File: config.mk
export PLATFORM = sky130hd
export DESIGN_NAME = regfile_sb
export DESIGN_NICKNAME = d
export VERILOG_FILES = /design/src/rtl/regfile_sb.sv
export SDC_FILE = /design/constraint.sdc
export NUM_CORES = 2
export LEC_CHECK = 0
export BUFFER_PORTS_ARGS = -buffer_cell sky130_fd_sc_hd__buf_4
export CORE_MARGIN = 2
export CORE_UTILIZATION = 34
export CTS_CLUSTER_DIAMETER = 50
export CTS_CLUSTER_SIZE = 14
export DETAILED_ROUTE_END_ITERATION = 8
export PLACE_DENSITY = 0.59
export SLEW_MARGIN = 20
export SYNTH_ARGS = -nofsm -noshare
export SYNTH_HDL_FRONTEND = slang
export SYNTH_SLANG_ARGS = --single-unit
File: constraint.sdc
create_clock -name clk -period 3.95 [get_ports clk]
set_clock_uncertainty 0.05 [all_clocks]
set_input_delay 0.79 -clock clk [delete_from_list [all_inputs] [get_ports clk]]
set_output_delay 0.79 -clock clk [all_outputs]
set_load 0.02 [all_outputs]
File: src/rtl/regfile_sb.sv
// Decode-stage integer register file with NRD registered read ports, one write-back
// port and a per-register pending-write scoreboard that drives the issue stall.

module regfile_sb_rdport #(
  parameter int XLEN   = 32,
  parameter int AW     = 5,
  parameter int BYPASS = 1
) (
  input  logic            clk,
  input  logic            reset,
  input  logic            rd_en,
  input  logic [AW-1:0]   addr,
  input  logic [XLEN-1:0] mem_data,
  input  logic            wb_v,
  input  logic [AW-1:0]   wb_rd,
  input  logic [XLEN-1:0] wb_data,
  output logic [XLEN-1:0] data
);
  logic wb_hit;

  assign wb_hit = (BYPASS != 0) && wb_v && (wb_rd == addr);

  always_ff @(posedge clk) begin
    if (reset)               data <= '0;
    else if (rd_en) begin
      if (addr == '0)        data <= '0;
      else if (wb_hit)       data <= wb_data;
      else                   data <= mem_data;
    end
  end
endmodule

module regfile_sb #(
  parameter int XLEN   = 32,
  parameter int NREG   = 32,
  parameter int NRD    = 2,
  parameter int BYPASS = 1,
  localparam int AW    = $clog2(NREG)
) (
  input  logic                  clk,
  input  logic                  reset,
  input  logic                  rd_en_i,
  input  logic [NRD*AW-1:0]     rd_addr_i,
  output logic [NRD*XLEN-1:0]   rd_data_o,
  output logic [NRD-1:0]        rd_busy_o,
  input  logic                  issue_v_i,
  input  logic [AW-1:0]         issue_rd_i,
  output logic                  stall_o,
  input  logic                  wb_v_i,
  input  logic [AW-1:0]         wb_rd_i,
  input  logic [XLEN-1:0]       wb_data_i
);
  logic [XLEN-1:0] mem [NREG];
  logic [NREG-1:0] busy;
  logic [NREG-1:0] wb_mask;
  logic [NREG-1:0] eff_busy;
  logic            accept;

  // A same-cycle write-back only hides the busy bit when its data can be forwarded.
  always_comb begin
    wb_mask = '0;
    if (wb_v_i && (BYPASS != 0)) wb_mask[wb_rd_i] = 1'b1;
  end

  assign eff_busy = busy & ~wb_mask;
  assign stall_o  = issue_v_i && ((|rd_busy_o) || eff_busy[issue_rd_i]);
  assign accept   = issue_v_i && !stall_o;

  genvar k;
  generate
    for (k = 0; k < NRD; k++) begin : g_rd
      logic [AW-1:0] addr;
      assign addr         = rd_addr_i[k*AW +: AW];
      assign rd_busy_o[k] = eff_busy[addr];

      regfile_sb_rdport #(.XLEN(XLEN), .AW(AW), .BYPASS(BYPASS)) u_rd (
        .clk      (clk),
        .reset    (reset),
        .rd_en    (rd_en_i),
        .addr     (addr),
        .mem_data (mem[addr]),
        .wb_v     (wb_v_i),
        .wb_rd    (wb_rd_i),
        .wb_data  (wb_data_i),
        .data     (rd_data_o[k*XLEN +: XLEN])
      );
    end
  endgenerate

  // Entry 0 is only ever loaded with zero; reads of x0 are forced to zero in the port anyway.
  always_ff @(posedge clk) begin
    if (reset) begin
      for (int i = 0; i < NREG; i++) mem[i] <= '0;
    end else if (wb_v_i && (wb_rd_i != '0)) begin
      mem[wb_rd_i] <= wb_data_i;
    end
  end

  // Set is ordered after clear so an accepted issue beats a same-register write-back.
  always_ff @(posedge clk) begin
    if (reset) begin
      busy <= '0;
    end else begin
      if (wb_v_i)                       busy[wb_rd_i]    <= 1'b0;
      if (accept && (issue_rd_i != '0)) busy[issue_rd_i] <= 1'b1;
    end
  end
endmodule

==> summary.txt <==
Setup path
  – Worst Setup Path Type: in -> out
  – Critical path fanouts, max: 15
  – Setup crit start kind: input port
  – Crit end category: output port
  – Worst path required time: 3.11 ns
  – Critical Path Start: rd_addr_i[5]
  – Reg2reg start: busy[3]
  – Reg2Reg Depth: 10
  – CP arrival: 3.05 ns
  – Reg2reg setup slack: 1.00 ns
  – Reg-to-Reg End: busy[8]

Place
  – Placement-stage worst setup slack: -0.000667 ns
  – Number of port buffers: 123
  – Post-DP HPWL: 120,000 um
  – Gpl congestion: 0.880

Timing
  – Min cycle time layout: 3.89 ns
  – Hold_ws: 0.412 ns
  – RSZ-0062 raised after global routing: no
  – Endpoints failing setup: 0
  – Slew headroom: 34.4%
  – Slew Limit Fails: 0
  – Peak Freq: 257 MHz
  – Worst slew pin tran: 0.984 ns
  – Final hold vios: 0
  – Final WS setup: 0.0556 ns
  – Crit share post-route: 98.6%

Layout
  – Most frequent cells in the layout: edfxtp_1 (1,024), and2_1 (993), mux4_2 (628)
  – Commonest non-fill, non-tap cell in the layout: edfxtp_1
  – Share of cells above drive strength 1: 30.6%
  – Nets@finish: 4,089
  – Synth-to-Final Area Change: 15.0%

Global route
  – Vias in the first global route: 38,100
  – Total gr overflow: 0
  – Gr usage total: 23.5%
  – First-pass GRT wire length: 297,000 um
  – Initial antenna violation count: 25
  – Largest net degree at the start of global routing: 96

Min path
  – Hold Crit Class: reg -> reg
  – Min-Delay Endpoint: g_rd[0].u_rd.data[31]
  – Hold depth: 2
  – Min-delay src: g_rd[0].u_rd.data[31]

Clocking
  – Worst-Skew Late Latency: 0.78 ns
  – Clock tree root driver cell: clkbuf_16
  – Post-cts resize count: 0
  – Bufs on Longest Clock Path: 3
  – Reg clk slew, reported paths: 0.06 ns
  – CTS sink cnt: 1,120
  – Post-CTS Setup Bufs: 0
  – CTS tree: built
  – Hold-fix buffers at CTS: 0
  – Total CTS buffers: 118
  – H-tree depth: 3

Yosys
  – Area leader, netlist: edfxtp_1
  – Synth warnings: 0
  – Async SR Flop Fraction: 0%
  – Gate Count Post-Synth: 3,990
  – Post-Syn Area: 0.0594 mm2
  – Count of flip-flops with a built-in enable after synthesis: 1,024
  – Seq/Total Area, Yosys: 55.0%
  – Prevailing post-synth register cell: edfxtp_1
  – Flops & latches, synth: 1,120
  – Area contributors post-synth: edfxtp_1 (52%), mux4_2 (24%), and2_1 (10%)
  – Post-synth cell types: 71
  – Post-synth top area share: 51.7%
  – Syn Area/Cell: 14.9 um2

Power
  – P_leak: 23.1 nW
  – Power Density: 431 mW/mm2
  – Power share of the sequential group: 47.2%
  – Clock share of power: 40.4%
  – NetSw: 7.62 mW
  – Worst IR Drop VDD: 417 uV
  – Gate power share: 12.4%
  – Int Pwr: 21.9 mW
  – Switching Fraction: 25.8%

Run status
  – Outcome: complete, no violations

Floorplan
  – Core footprint: 0.174 mm2
  – Die Y-Extent: 422 um
  – Initial core utilization: 34.2%
  – Die area: 0.178 mm2
  – Die Wd: 422 um
  – # rows: 153
  – Num ports: 124

Detailed routing
  – DRC Markers: 0
  – Total number of vias: 38,400
  – Routed wire length: 212,000 um
  – DRT iter0 DRCs: 5,678
  – Vias per inst: 5.94
  – Drt first pass iters: 6
  – Antenna Nets Post-Route: 0
  – Drt wl/cell: 32.8 um

Job
  – Max Cap Viol: 0
-- cells by family (layout without fill, tap and decap cells) --
| logic type | Yosys count | after routing | synth area share [%] |
|---|---|---|---|
| AO/OA/AOI/OAI | 281 | 281 | 3.36 |
| XOR/XNOR | 12 | 12 | 0.177 |
| buffers and inverters | 445 | 560 | 2.92 |
| flip-flops | 1120 | 1120 | 55.0 |
| multiplexers | 654 | 654 | 24.3 |
| other | 1 | 37 | 0.00631 |
| AND/OR/NAND/NOR | 1477 | 1477 | 14.3 |
-- flip-flops by register name, summed over array words and instances (netlist names) --
name	count
busy	32
g_rd.u_rd.data	64
mem	1024
-- power groups by stage --
| stage | combinational, mW | clock [mW] | sequential [mW] |
|---|---|---|---|
| global route | 3.81 | 12.5 | 14.0 |
| CTS | 3.64 | 12.0 | 13.9 |
| detailed placement | 3.63 | 0 | 14.1 |
| finish | 3.66 | 11.9 | 13.9 |
| floorplan | 2.21 | 0 | 14.1 |
| global placement | 3.62 | 0 | 14.1 |
-- Yosys cell counts (all sizes together) (6+ instances only) --
cell type / number
edfxtp: 1024
buf: 89
o32ai: 20
nand2b: 7
and3: 16
inv: 14
clkbuf: 340
a21oi: 81
a311oi: 13
nor3: 20
o21ai: 36
nand3: 65
nor4: 6
mux4: 628
o211ai: 74
o2111ai: 6
mux2i: 20
mux2: 6
or2: 39
xor2: 8
nand2: 261
nor2: 37
and2: 993
a31oi: 6
o31ai: 15
dfxtp: 96
-- per-stage QoR --
stage / TNS [ns] / util, % / std cells / total power, mW / instance area [um2]
2_1_floorplan: 0 / - / 4021 / 16.3 / 59500
3_3_place_gp: 0 / 36.9 / 6237 / 17.7 / 64100
4_1_cts: 0 / 39.3 / 6461 / 29.5 / 68300
5_1_grt: 0 / 39.3 / 6465 / 30.2 / 68300
3_5_place_dp: -0.000667 / 36.9 / 6237 / 17.8 / 64100
6_report: 0 / 39.3 / 6466 / 29.5 / 68300
-- per-layer routing --
metal | share of wire [%] | vias to the layer above | track usage (%)
met5 | 0 | - | 0
met3 | 11 | 405 | 4.69
met2 | 46 | 2417 | 36.8
met4 | 3.7 | 0 | 8.22
met1 | 39 | 20200 | 32.5
li1 | - | 15400 | -
-- cell type report --
cell class              count  area (um2)
flip-flops and latches   1120       32700
repair buffers            320        3100
clock buffers             154        3260
fillers                 16100      106000
diodes                      5        12.5
inverters                  16        63.8
multi-input cells        2456       25400
well taps                2325        2910
clock inverters            70         871
-- how the worst max path moves through the flow --
stage          endpoint  slack, ns  cells after the start
4_1_cts         stall_o      0.005                      9
3_5_place_dp    stall_o    -0.0007                      9
3_3_place_gp    stall_o       0.05                      9
5_1_grt         stall_o      0.005                     10
6_report        stall_o       0.06                      9
2_1_floorplan   stall_o       0.19                      9
-- critical path, stage by stage --
cell	delay, ns
buf_8	0.18
mux2_2	0.38
a211o_1	0.30
a21o_1	0.17
a221oi_1	0.46
a311oi_1	0.13
a211oi_2	0.29
a21boi_0	0.15
buf_4	0.18
Note: power is estimated with default switching activity, not from simulation.
